==> src/rtl/flash_prim_cmd_ctrl.sv <==
// Flash primitive command controller (initiator side).
// Accepts one host command at a time (read / program / erase), drives the
// packed flash request word, tracks the primitive's ack/done handshake and
// returns read data plus error status on a valid/ready response channel.
// A cycle budget aborts any transaction the primitive never completes.
//
// Ports:
//   clk_i, rst_ni        clock, asynchronous active-low reset
//   cmd_valid_i/ready_o  host command handshake (ready only in IDLE)
//   cmd_op_i             0 read, 1 program, 2 erase, 3 illegal
//   cmd_addr_i           flash word address
//   cmd_wdata_i          program data
//   flash_req_o          {wdata, addr, erase, prog, rd}
//   flash_rsp_i          packed primitive response (ack, done, rd_err, rdata)
//   rsp_valid_o/ready_i  host response handshake
//   rsp_rdata_o          captured read data (zero for program / erase)
//   rsp_err_o            [0] read error, [1] timeout or illegal op
module flash_prim_cmd_ctrl #(
  parameter int unsigned AddrW         = 16,
  parameter int unsigned TimeoutCycles = 1024
) (
  input  logic               clk_i,
  input  logic               rst_ni,
  input  logic               cmd_valid_i,
  output logic               cmd_ready_o,
  input  logic [1:0]         cmd_op_i,
  input  logic [AddrW-1:0]   cmd_addr_i,
  input  logic [63:0]        cmd_wdata_i,
  output logic [AddrW+66:0]  flash_req_o,
  input  logic [119:0]       flash_rsp_i,
  output logic               rsp_valid_o,
  input  logic               rsp_ready_i,
  output logic [63:0]        rsp_rdata_o,
  output logic [1:0]         rsp_err_o
);

  localparam int unsigned ReqW    = AddrW + 67;
  localparam int unsigned DataW   = 64;
  localparam int unsigned CntW    = (TimeoutCycles > 2) ? $clog2(TimeoutCycles) : 1;
  localparam logic [CntW-1:0] CntLast = CntW'(TimeoutCycles - 1);

  localparam logic [1:0] OpRead    = 2'd0;
  localparam logic [1:0] OpProg    = 2'd1;
  localparam logic [1:0] OpErase   = 2'd2;
  localparam logic [1:0] OpIllegal = 2'd3;

  localparam logic [1:0] ErrNone    = 2'b00;
  localparam logic [1:0] ErrAbort   = 2'b10;

  typedef enum logic [1:0] {
    StIdle,
    StReq,
    StWaitDone,
    StResp
  } state_e;

  state_e             state_q, state_d;
  logic [1:0]         op_q, op_d;
  logic [CntW-1:0]    cnt_q, cnt_d;
  logic [ReqW-1:0]    req_q, req_d;
  logic               cmd_ready_q, cmd_ready_d;
  logic               valid_q, valid_d;
  logic [DataW-1:0]   rdata_q, rdata_d;
  logic [1:0]         err_q, err_d;

  // Response word fields; the remaining bits carry nothing for this block.
  logic               rsp_ack;
  logic               rsp_done;
  logic               rsp_rd_err;
  logic [DataW-1:0]   rsp_rdata;
  logic               unused_rsp_bits;

  assign rsp_ack         = flash_rsp_i[11];
  assign rsp_done        = flash_rsp_i[12];
  assign rsp_rd_err      = flash_rsp_i[13];
  assign rsp_rdata       = flash_rsp_i[77:14];
  assign unused_rsp_bits = ^{flash_rsp_i[119:78], flash_rsp_i[10:0]};

  // One-hot operation strobe for a new command.
  logic [2:0] cmd_strobe;
  always_comb begin
    cmd_strobe = 3'b000;
    unique case (cmd_op_i)
      OpRead:  cmd_strobe = 3'b001;
      OpProg:  cmd_strobe = 3'b010;
      OpErase: cmd_strobe = 3'b100;
      default: cmd_strobe = 3'b000;
    endcase
  end

  logic timeout;
  assign timeout = (cnt_q == CntLast);

  // Next-state and next-output logic.
  always_comb begin
    state_d     = state_q;
    op_d        = op_q;
    cnt_d       = cnt_q;
    req_d       = req_q;
    valid_d     = valid_q;
    rdata_d     = rdata_q;
    err_d       = err_q;
    cmd_ready_d = 1'b0;

    unique case (state_q)
      StIdle: begin
        if (cmd_valid_i) begin
          op_d  = cmd_op_i;
          cnt_d = '0;
          if (cmd_op_i == OpIllegal) begin
            state_d = StResp;
            valid_d = 1'b1;
            rdata_d = '0;
            err_d   = ErrAbort;
          end else begin
            state_d = StReq;
            req_d   = {cmd_wdata_i, cmd_addr_i, cmd_strobe};
          end
        end
      end

      StReq: begin
        cnt_d = cnt_q + CntW'(1);
        if (rsp_ack && rsp_done) begin
          // Completion in the first accepted cycle; completion beats timeout.
          state_d = StResp;
          req_d   = '0;
          valid_d = 1'b1;
          rdata_d = (op_q == OpRead) ? rsp_rdata : '0;
          err_d   = {1'b0, (op_q == OpRead) && rsp_rd_err};
        end else if (timeout) begin
          state_d = StResp;
          req_d   = '0;
          valid_d = 1'b1;
          rdata_d = '0;
          err_d   = ErrAbort;
        end else if (rsp_ack) begin
          state_d = StWaitDone;
          req_d   = '0;
        end
      end

      StWaitDone: begin
        cnt_d = cnt_q + CntW'(1);
        if (rsp_done) begin
          state_d = StResp;
          valid_d = 1'b1;
          rdata_d = (op_q == OpRead) ? rsp_rdata : '0;
          err_d   = {1'b0, (op_q == OpRead) && rsp_rd_err};
        end else if (timeout) begin
          state_d = StResp;
          valid_d = 1'b1;
          rdata_d = '0;
          err_d   = ErrAbort;
        end
      end

      StResp: begin
        if (rsp_ready_i) begin
          state_d = StIdle;
          valid_d = 1'b0;
          rdata_d = '0;
          err_d   = ErrNone;
        end
      end

      default: begin
        state_d = StIdle;
        req_d   = '0;
        valid_d = 1'b0;
        rdata_d = '0;
        err_d   = ErrNone;
      end
    endcase

    // Ready is registered, so it reflects the state being entered.
    cmd_ready_d = (state_d == StIdle);
  end

  // State and registered outputs.
  always_ff @(posedge clk_i or negedge rst_ni) begin
    if (!rst_ni) begin
      state_q     <= StIdle;
      op_q        <= OpRead;
      cnt_q       <= '0;
      req_q       <= '0;
      cmd_ready_q <= 1'b1;
      valid_q     <= 1'b0;
      rdata_q     <= '0;
      err_q       <= ErrNone;
    end else begin
      state_q     <= state_d;
      op_q        <= op_d;
      cnt_q       <= cnt_d;
      req_q       <= req_d;
      cmd_ready_q <= cmd_ready_d;
      valid_q     <= valid_d;
      rdata_q     <= rdata_d;
      err_q       <= err_d;
    end
  end

  assign cmd_ready_o = cmd_ready_q;
  assign flash_req_o = req_q;
  assign rsp_valid_o = valid_q;
  assign rsp_rdata_o = rdata_q;
  assign rsp_err_o   = err_q;

endmodule

==> config.mk <==
export PLATFORM = sky130hd
export DESIGN_NAME = flash_prim_cmd_ctrl
export DESIGN_NICKNAME = d
export VERILOG_FILES = /design/src/rtl/flash_prim_cmd_ctrl.sv
export SDC_FILE = /design/constraint.sdc
export NUM_CORES = 1
export LEC_CHECK = 0
export BUFFER_PORTS_ARGS = -buffer_cell sky130_fd_sc_hd__buf_4
export CAP_MARGIN = 20
export CORE_AREA = 2 2 139 141
export DETAILED_ROUTE_END_ITERATION = 12
export DIE_AREA = 0 0 141 143
export SETUP_SLACK_MARGIN = 0.05
export SYNTH_ARGS = -nofsm -noshare
export SYNTH_HDL_FRONTEND = slang
export SYNTH_SLANG_ARGS = --single-unit
==> constraint.sdc <==
create_clock -name clk_i -period 2.61 [get_ports clk_i]
set_input_delay 0.1305 -clock clk_i [delete_from_list [all_inputs] [get_ports clk_i]]
set_output_delay 0.1305 -clock clk_i [all_outputs]
set_load 0.01 [all_outputs]
# After elaboration in Yosys (flattened, before gate mapping)
# Index checks and enable logic that the tools add are counted.
# totals
register_bits	165
in_bits	206
output_inout_bits	151
# op_classes
addsub	1
eq_ne	12
mux	40
reduce_logical	13
# ops
cell	n
$mux W64	7
$mux W83	5
$pmux W64 S4	1
$pmux W83 S2	1
$mux W2	14
$pmux W10 S2	1
$pmux W2 S4	2
$add A10 B1 Y10 const B	1
$eq A10 B10 Y1 const B	1
$mux W10	1
$pmux W3 S3	1
$eq A2 B2 Y1 const B	4
$logic_not A2 Y1	4
$ne A2 B2 Y1 const B	4
$mux W1	6
$eq A2 B1 Y1 const B	2
$ne A4 B4 Y1 const B	1
$pmux W1 S4	1
$reduce_and A2 Y1	2
$reduce_and A4 Y1	1
$reduce_bool A2 Y1	2
$reduce_and A3 Y1	1
$logic_and A1 B1 Y1	2
$reduce_or A2 Y1	1

# Longest topological paths before layout
# Gate-level depths: netlist of run 1.
# depth
ltp_word	5
depth_mapped	9
depth_no_buf	6

# Worst setup path after synthesis of run 1
# OpenSTA, ideal clock, no wires.
# synth_timing
path_type	reg2reg
start	reg state_q[0]
end	reg req_q[10] (netlist: flash_req_o[10])
setup_time_ps	121
arrival_ps	1895
t_required_ps	2489
path_slack_ps	594
stages_incl_launch_ff	10
path_buffers	4
path_cell_list	dfrtp_1 inv_1 ha_1 clkbuf_1 clkbuf_1 nand3_1 a22o_4 buf_12 buf_8 a22o_1
# synth_between
elab_chain_len	3
word_cells_on_any_way	8
# synth_rtl
item	line	text
start: declaration	57	state_e state_q, state_d;
start signal: assignment	183	state_q <= StIdle;
start signal: assignment	192	state_q <= state_d;
$eq A2 B1 Y1 / $logic_not A2 Y1 (equally long branches)	105	unique case (state_q)
$ne A4 B4 Y1 (no line) (tied with other cells)	-	
$reduce_and A4 Y1 (no line)	-	
end signal: assignment	195	req_q <= req_d;
end: declaration	60	logic [ReqW-1:0] req_q, req_d;
# Several ways; a longest one is shown, not always the timed one.
# A chain may end at the register's enable or synchronous reset.

# Worst setup path in the final report of run 1
# layout_timing
start	reg state_q[1]
end	reg rdata_q[48] (netlist: rsp_rdata_o[48])
# layout_between
elab_chain_len	3
word_cells_on_any_way	9
# layout_rtl
item	line	text
$eq A2 B2 Y1 / $logic_not A2 Y1 (equally long branches)	105	
$ne A2 B2 Y1 (no line)	-	
$reduce_and A3 Y1 (no line)	-	
end signal: assignment	198	rdata_q <= rdata_d;
end: declaration	63	logic [DataW-1:0] rdata_q, rdata_d;
# Several ways; a longest one is shown, not always the timed one.

==> impl_metrics.yaml, run 1 <==
run:
  cap_violations: 0
placement:
  gp_congestion: 0.774
  dp.final_hpwl_um: 12600
  place_area_um2: 8760
  numPortBuffers: 303
routing:
  routed_wl_um: 19400
  via_count: 5630
  drc: 0
  initial_drc_count: 301
  detailedRoute.firstPassIterationCount: 4
  antenna_left: 0
  wl_per_cell_um: 17.2
  routed_via_density: 4.97
grt:
  grt_first_pass_wirelength_um: 30100
  grt_pass1_vias: 5842
  gr-usage-all-layers_pct: 18.9
  antenna_found_initial: 0
  grt_overflow_total: 0
  grt_max_degree: 81
floorplanning:
  core-area_um2: 18600
  fp.dieH_um: 143
  dieArea_um2: 20200
  core.rowCount: 50
  die_x_um: 141
  boundaryPins: 357
  initial_utilization_pct: 34.2
synthesis:
  yosysTopAreaCellShare_pct: 64.6
  postSynthCellCount: 444
  number_of_enable_flip_flop_cells_after_synthesis: 0
  postSynth.topFlopCell: "dfrtp_1"
  yosys_register_bits: 165
  synth.cells.most_frequent: "164 x dfrtp_1, 145 x a22o_1, 12 x clkbuf_1"
  synthesis.area_per_instance_um2: 14.3
  yosys_warnings: 0
  synthTopCellsByArea: "dfrtp_1 65%, a22o_1 20%, buf_8 1.9%"
  synth_cell_types: 46
  synth.yosys.seq_area_share_pct: 65.0
  syn-num-nets: 655
  synthDominantAreaCellType: "dfrtp_1"
  synthMostInstantiatedCell: "dfrtp_1"
  asyncSetResetFlopFracSynth_pct: 100
  syn-cell-area_um2: 6360
clock_tree:
  cts_setup_buffers: 0
  tritoncts: "yes"
  clk_sink_count: 165
  numCtsBuffers: 17
  clk_latency_ns: 0.41
  cts-root-to-sink-buffers: 2
  cts.clk_slew.worst_paths_ns: 0.07
  cts-root-buf: "clkbuf_16"
  cts-htree-levels: 4
  post_cts_resize_count: 0
setup_path:
  worstSetupStartpoint: "state_q[1]$_DFF_PN0_"
  reg2reg_from: "state_q[1]$_DFF_PN0_"
  r2r_cells: 7
  critical_path_arrival_ns: 2.72
  crit_required_ns: 2.95
  timing_worst_setup_path_type: "flop to flop"
  worstPathMaxFanout: 64
  cp-end-kind: "flop"
  worstSetupStartpointType: "flop"
cells_and_area:
  final_nets: 1097
  drive_gt1_share_pct: 39.3
  antennaDiodeCount: 0
  syn2layout_area_growth_pct: 70.5
  finish.instance_area_um2: 10800
power:
  power_frac_seq_pct: 36.3
  powerDensity_nw_per_um2: 953
  power.static_leakage_nw: 5.50
  combinationalPowerShare_pct: 39.8
  clkPwrFrac_pct: 23.9
  p_sw_share_pct: 34.7
  vdd_drop_max_mv: 0.640
  power.net_switching_mw: 3.59
  cell_internal_pwr_mw: 6.74
sta:
  final_hold_viol_count: 0
  max_slew.worst_pin.slew_ns: 0.625
  maxSlewViolCount: 0
  final_worst_path_cycle_share_pct: 90.9
  fin_tns_setup_ns: 0
  period_needed_ns: 2.37
  rsz0062_at_grt: "no"
  skew_ns: 0.00755
  fmax_mhz: 421
  max_slew_margin_pct: 58.4
  report.final.setup_viol: 0
min_path:
  hold_start: "cmd_valid_i"
  worstHoldPathType: "primary input to flop"
  hold_depth: 4
run_status:
  run_status: "finished, final reports clean"
sequential cells by signal (all words and copies together), names as in the netlist:
| signal | flops |
|---|---|
| cmd_ready_o | 1 |
| op_q | 2 |
| rsp_err_o | 2 |
| cnt_q | 10 |
| flash_req_o | 83 |
| rsp_valid_o | 1 |
| rsp_rdata_o | 64 |
| state_q | 2 |
power by group through the flow:
stage / Combinational (mW) / Sequential (mW) / Clock (mW)
6_report: 4.11 / 3.75 / 2.47
5_1_grt: 4.43 / 3.83 / 2.67
4_1_cts: 4.12 / 3.75 / 2.52
3_5_place_dp: 3.94 / 3.76 / 0
3_3_place_gp: 3.86 / 3.76 / 0
2_1_floorplan: 2.16 / 4.00 / 0
final cells by class:
| cell class | instances | area [µm²] |
|---|---|---|
| flip-flops and latches | 165 | 4130 |
| fillers | 1456 | 7740 |
| multi-input cells | 236 | 1900 |
| well taps | 234 | 293 |
| clock inverters | 13 | 139 |
| clock buffers | 19 | 453 |
| repair buffers | 459 | 3890 |
| inverters | 7 | 26.3 |
final timing paths:
| kind | slack [ns] | end |
|---|---|---|
| min in group asynchronous | 0.27 | flash_req_o[20]$_DFFE_PN0P_ |
| max | 0.24 | rsp_rdata_o[48]$_DFFE_PN0P_ |
| min | 0.18 | flash_req_o[2]$_DFFE_PN0P_ |
| max in group asynchronous | 1.48 | cmd_ready_o$_DFF_PN1_ |
| max reg2reg | 0.24 | rsp_rdata_o[48]$_DFFE_PN0P_ |
| min reg2reg | 0.49 | op_q[0]$_DFFE_PN0P_ |
cell families after synthesis:
kind of cell | Yosys count | synth area share (%)
flops | 165 | 65.0
xor+xnor | 5 | 0.689
simple gates | 45 | 3.60
compound gates | 177 | 23.9
buf+inv | 43 | 5.24
fa+ha+maj | 5 | 0.984
mux | 4 | 0.669
cell usage in the layout, fill, tap and decap left out, drive strengths merged, types with 3 or more instances in the layout:
master and count:
dfrtp 164, nor3 4, clkbuf 19, ha 5, buf 311, o32a 3, nor2 9, inv 13
nand4 4, a21oi 5, o21ai 6, clkinv 5, nor2b 3, nand3 5, xor2 3, a22o 148
and3 3, or3 3, dlygate4sd3 148, nand2 9
per-layer routing:
metal | vias up | GRT usage, % | share of wire [%]
li1 | 2590 | - | -
met3 | 34 | 5.57 | 7.6
met5 | - | 0 | 0
met4 | 0 | 6.74 | 1.9
met2 | 265 | 30.4 | 48
met1 | 2741 | 24.5 | 42
worst max-delay path, cell delays in order (launching register included):
cell,delay [ns]
dfrtp_1,0.42
inv_1,0.10
ha_1,0.32
a21oi_1,0.16
nor4b_1,0.50
and3_2,0.29
buf_12,0.26
a22o_1,0.21
what timing repair did:
action,4_1_cts,5_1_grt
endpoints found under the hold margin,214,0
endpoints found under the setup margin,0,0
hold buffers,148,0
metrics by stage:
| stage | hold slack (ns) | setup WS [ns] | instances | power (mW) | utilization [%] |
|---|---|---|---|---|---|
| 3_5_place_dp | 0.161 | 0.316 | 953 | 7.70 | 47.2 |
| 2_1_floorplan | -0.165 | 0.594 | 444 | 6.16 | - |
| 4_1_cts | 0.162 | 0.294 | 1133 | 10.4 | 58.3 |
| 3_3_place_gp | 0.162 | 0.372 | 953 | 7.61 | 47.2 |
| 5_1_grt | 0.192 | 0.0842 | 1133 | 10.9 | 58.3 |
| 6_report | 0.179 | 0.236 | 1133 | 10.3 | 58.3 |
No activity file was read; power rests on OpenSTA's default activity.
==> run 2, diff against run 1 <==
--- a/config.mk
+++ b/config.mk
@@ -10,6 +10,7 @@
 export CORE_AREA = 2 2 139 141
 export DETAILED_ROUTE_END_ITERATION = 12
 export DIE_AREA = 0 0 141 143
+export PLACE_DENSITY = 0.65
 export SETUP_SLACK_MARGIN = 0.05
 export SYNTH_ARGS = -nofsm -noshare
 export SYNTH_HDL_FRONTEND = slang
==> run 2 against run 1 <==
Effect of this change:
- maximum frequency up 1.2%
- flip-flop and latch count unchanged
- register-to-register slack better by 0.03 ns
- sequential share of layout area up 0.088 points
- global-route usage rose by 1.1 points
- worst setup slack better by 0.028 ns
- critical path depth down 1
- largest power group unchanged
- clock skew up 0.0049 ns
- core utilization is 0.13 points lower
==> impl_metrics.yaml, run 2 (synthesis results as in run 1) <==
clock_tree:
  cts-htree-levels: 4
  cts-root-buf: "clkbuf_16"
  cts_setup_buffers: 0
  tritoncts: "yes"
  clk_sink_count: 165
  numCtsBuffers: 17
  cts-root-to-sink-buffers: 2
  cts.clk_slew.worst_paths_ns: 0.07
  clk_latency_ns: 0.42
sta:
  max_slew_margin_pct: 59.5
  fin_tns_setup_ns: 0
  max_slew.worst_pin.slew_ns: 0.608
  fmax_mhz: 426
  period_needed_ns: 2.35
  report.final.setup_viol: 0
  skew_ns: 0.0125
  maxSlewViolCount: 0
  rsz0062_at_grt: "no"
  final_hold_viol_count: 0
  final_worst_path_cycle_share_pct: 89.9
setup_path:
  critical_path_arrival_ns: 2.64
  timing_worst_setup_path_type: "flop to flop"
  cp-end-kind: "flop"
  crit_required_ns: 2.91
  worstPathMaxFanout: 39
  worstSetupStartpointType: "flop"
grt:
  grt_max_degree: 75
  grt_first_pass_wirelength_um: 31800
  grt_overflow_total: 0
  gr-usage-all-layers_pct: 20.0
  grt_pass1_vias: 5964
  antenna_found_initial: 0
cells_and_area:
  utilization_pct: 58.2
  final_common_cell: "buf_4"
  final.fill_count: 1441
  drive_gt1_share_pct: 39.3
  final-instance-count-excl-fill: 1133
  multiInputGateArea_um2: 1900
  mostFrequentLayoutCells: "308 x buf_4, 164 x dfrtp_1, 148 x dlygate4sd3_1"
  final-seq-area_um2: 4130
  syn2layout_area_growth_pct: 70.1
  antennaDiodeCount: 0
  largest_register_ff_count: 83
  final_nets: 1099
  finish.instance_area_um2: 10800
placement:
  dp.cells: 955
  place_area_um2: 8750
  dp.final_hpwl_um: 12900
  numPortBuffers: 303
  gp_congestion: 0.807
floorplanning:
  core-area_um2: 18600
  die_x_um: 141
  boundaryPins: 357
  core.rowCount: 50
  fp.dieH_um: 143
  dieArea_um2: 20200
  initial_utilization_pct: 34.2
routing:
  drc: 0
  routed_via_density: 5.04
  antenna_left: 0
  initial_drc_count: 257
  detailedRoute.firstPassIterationCount: 4
  routed_wl_um: 20600
  via_count: 5714
  wl_per_cell_um: 18.2
power:
  powerDensity_nw_per_um2: 953
  vdd_drop_max_mv: 0.510
  power.static_leakage_nw: 5.47
min_path:
  worstHoldPathType: "primary input to flop"
run:
  cap_violations: 0
run_status:
  run_status: "finished, final reports clean"
==> run 2: changes by cell type in the layout (fill, tap and decap cells not counted), moves of 2 or more <==
cell,previous run,this run
buf_4,304,308
buf_12,6,4
clkinvlp_4,1,6
clkinv_4,5,1
clkbuf_8,2,0
==> run 2: layout make-up <==
cell class	instances	area share, %
clock buffers	17	3.93
clock inverters	13	1.40
inverters	7	0.243
multi-input cells	236	17.6
flip-flops and latches	165	38.2
well taps	234	2.71
repair buffers	461	35.9
==> run 2: worst paths after layout <==
path	start	endpoint	slack, ns	depth (start not counted)
min in group asynchronous	rst_ni	flash_req_o[3]$_DFFE_PN0P_	0.24	2
max in group asynchronous	rst_ni	cmd_ready_o$_DFF_PN1_	1.57	3
hold / removal	cmd_valid_i	flash_req_o[2]$_DFFE_PN0P_	0.14	4
setup reg to reg	cnt_q[0]$_DFFE_PN0P_	flash_req_o[74]$_DFFE_PN0P_	0.26	6
setup / recovery	cnt_q[0]$_DFFE_PN0P_	flash_req_o[74]$_DFFE_PN0P_	0.26	6
hold reg to reg	op_q[0]$_DFFE_PN0P_	op_q[0]$_DFFE_PN0P_	0.49	2
==> run 2: power breakdown <==
group	internal, mW	switching [mW]
clock	1.41	1.06
sequential	3.28	0.474
combinational	2.01	2.05
==> run 2: critical path, cell delays in order (launching register included) <==
cell     delay [ns]
dfrtp_1        0.39
ha_1           0.24
nand4_1        0.13
or3_1          0.53
a22o_4         0.37
buf_4          0.28
a22o_1         0.26
==> run 2: metrics by stage <==
| stage | total power [mW] | setup WS, ns | hold slack [ns] |
|---|---|---|---|
| finish | 10.3 | 0.264 | 0.136 |
| floorplan | 6.16 | 0.594 | -0.165 |
| CTS | 10.3 | 0.291 | 0.110 |
| global placement | 7.51 | 0.385 | 0.136 |
| detailed placement | 7.62 | 0.324 | 0.148 |
| global route | 10.9 | 0.116 | 0.126 |
==> run 2: layer usage <==
layer  wire, µm  GRT usage [%]  share of wire (%)
met4        416           6.89                2.0
met3       1160           4.76                5.6
met2      10200           33.7                 50
met1       8780           25.4                 43
met5          0              0                  0
==> run 2: repair_timing <==
action                    in CTS  in global routing
gates resized for setup        0                  0
hold endpoints to repair     207                  0
hold buffers                 148                  0
==> run 3, diff against run 2 <==
--- a/config.mk
+++ b/config.mk
@@ -5,12 +5,13 @@
 export SDC_FILE = /design/constraint.sdc
 export NUM_CORES = 1
 export LEC_CHECK = 0
-export BUFFER_PORTS_ARGS = -buffer_cell sky130_fd_sc_hd__buf_4
+export BUFFER_PORTS_ARGS = -buffer_cell sky130_fd_sc_hd__buf_2
 export CAP_MARGIN = 20
 export CORE_AREA = 2 2 139 141
 export DETAILED_ROUTE_END_ITERATION = 12
 export DIE_AREA = 0 0 141 143
-export PLACE_DENSITY = 0.65
+export PLACE_DENSITY = 0.67
+export REMOVE_ABC_BUFFERS = 1
 export SETUP_SLACK_MARGIN = 0.05
 export SYNTH_ARGS = -nofsm -noshare
 export SYNTH_HDL_FRONTEND = slang
==> run 3 against run 2 <==
Effect of this change:
- sequential share of layout area is 2.9 points higher
- die area stayed put
- critical path depth is 1 higher
- combinational power is 12% lower
- routed wire length is 7.4% lower
- final area is 7.0% lower
- worst hold slack better by 0.034 ns
- cell count stayed put
- largest power group is now sequential cells
==> impl_metrics.yaml, run 3 (synthesis results as in run 1) <==
run_status:
  run_status: "finished, final reports clean"
floorplanning:
  fp.dieH_um: 143
  core.rowCount: 50
  core-area_um2: 18600
  dieArea_um2: 20200
  initial_utilization_pct: 34.2
  boundaryPins: 357
  die_x_um: 141
cells_and_area:
  largest_register_ff_count: 83
  final_common_cell: "buf_2"
  final-seq-area_um2: 4130
  mostFrequentLayoutCells: "302 x buf_2, 164 x dfrtp_1, 148 x dlygate4sd3_1"
  final_nets: 1097
  multiInputGateArea_um2: 1900
  final-instance-count-excl-fill: 1133
  syn2layout_area_growth_pct: 58.2
  utilization_pct: 54.1
  final.fill_count: 1525
  drive_gt1_share_pct: 39.2
  antennaDiodeCount: 0
sta:
  fin_hold_ws_ns: 0.170
  max_slew.worst_pin.slew_ns: 0.562
  rsz0062_at_grt: "no"
  fin_tns_setup_ns: 0
  fmax_mhz: 429
  final_worst_path_cycle_share_pct: 89.2
  report.final.setup_viol: 0
  final_hold_viol_count: 0
  max_slew_margin_pct: 61.5
  period_needed_ns: 2.33
  skew_ns: 0.00728
  maxSlewViolCount: 0
grt:
  gr-usage-all-layers_pct: 18.5
  global_route_track_usage_on_met2_pct: 30.6
  grt_first_pass_wirelength_um: 29300
  grt_overflow_total: 0
  grt_pass1_vias: 5728
  antenna_found_initial: 0
  busiest_layer: "met2"
  gr-usage-met3_pct: 5.47
  grt_max_degree: 83
  grt_use_met1_pct: 22.7
placement:
  numPortBuffers: 303
  dp.final_hpwl_um: 11200
  dp.cells: 953
  gp_congestion: 0.742
setup_path:
  worstPathMaxFanout: 64
  timing_worst_setup_path_type: "flop to flop"
  cp_slowest_stage_delay_ns: 0.46
  timing.critical_path.cells: "inv_1 -> ha_1 -> a21oi_1 -> nor4b_1 -> and3_2 -> buf_12 -> a22o_1"
  worstSetupStartpointType: "flop"
  cp_num_buf_inv: 2
  cpMaxStageDelayCell: "nor4b_1"
  critical_path.top_delay_family: "simple AND/OR/NAND/NOR gates"
  crit_required_ns: 2.95
  cp-end-kind: "flop"
  critical_path_arrival_ns: 2.67
routing:
  initial_drc_count: 286
  antenna_left: 0
  wl_per_cell_um: 16.8
  routed_wl_um: 19100
  detailedRoute.firstPassIterationCount: 4
  routed_via_density: 4.96
  via_count: 5619
  drc: 0
run:
  cap_violations: 0
clock_tree:
  clk_latency_ns: 0.41
  cts-root-buf: "clkbuf_16"
  tritoncts: "yes"
  clk_sink_count: 165
  post_cts_resize_count: 0
  cts_setup_buffers: 0
  cts-htree-levels: 4
  cts-root-to-sink-buffers: 2
  cts.clk_slew.worst_paths_ns: 0.06
  numCtsBuffers: 17
power:
  power_mw: 9.67
  powerDensity_nw_per_um2: 961
  vdd_drop_max_mv: 0.565
  power.static_leakage_nw: 5.34
min_path:
  worstHoldPathType: "primary input to flop"
[run 3: cell types whose count changed in the layout (fill, tap and decap cells not counted), sizes merged]
| cell | previous run | this run |
|---|---|---|
| bufinv | 2 | 0 |
| clkinvlp | 6 | 2 |
| clkbuf | 17 | 19 |
| buf | 313 | 311 |
| clkinv | 1 | 5 |
| inv | 11 | 13 |
[run 3: final cells by class]
class                           instances  share of cell area (%)
Timing Repair Buffer                  459                    31.3
Sequential cell                       165                    41.1
Tap cell                              234                    2.91
Inverter                                7                   0.261
Clock buffer                           19                    4.40
Multi-Input combinational cell        236                    18.9
Clock inverter                         13                    1.13
[run 3: through the flow]
stage               setup WS [ns]  cell area [µm²]
floorplan                   -3.51             6050
detailed placement          0.338             8020
global placement            0.332             8020
finish                      0.281            10100
global route                0.118            10100
CTS                         0.297            10100
[run 3: routing by layer]
metal / part of all wire (%) / up-vias
met2: 49 / 274
met4: 2.4 / 0
met5: 0 / -
met1: 41 / 2709
li1: - / 2598
met3: 7.5 / 38
[run 3: worst paths after layout]
path	start	to	slack, ns	depth (start not counted)
min in group asynchronous	rst_ni	flash_req_o[44]$_DFFE_PN0P_	0.22	2
min	cmd_valid_i	flash_req_o[2]$_DFFE_PN0P_	0.17	4
min reg2reg	flash_req_o[16]$_DFFE_PN0P_	flash_req_o[16]$_DFFE_PN0P_	0.49	1
max in group asynchronous	rst_ni	flash_req_o[82]$_DFFE_PN0P_	1.70	3
max reg2reg	state_q[1]$_DFF_PN0_	rsp_rdata_o[48]$_DFFE_PN0P_	0.28	7
max	state_q[1]$_DFF_PN0_	rsp_rdata_o[48]$_DFFE_PN0P_	0.28	7
[run 3: tightest hold or removal path: cells and delay by family]
family                 cells  cell delay [ns]
buffers and inverters      1             0.14
AO/OA/AOI/OAI              2             0.19
AND/OR/NAND/NOR            1             0.06
[run 3: what timing repair did]
action,in CTS,in global routing
endpoints found under the setup margin,0,0
hold buffers,148,0
hold endpoints to repair,194,0
[run 3: power by group]
| group | internal (mW) | switching [mW] | leakage [nW] |
|---|---|---|---|
| sequential | 3.28 | 0.442 | 2.23 |
| clock | 1.27 | 1.08 | 0.267 |
| combinational | 1.63 | 1.97 | 2.84 |
| total | 6.19 | 3.48 | 5.34 |
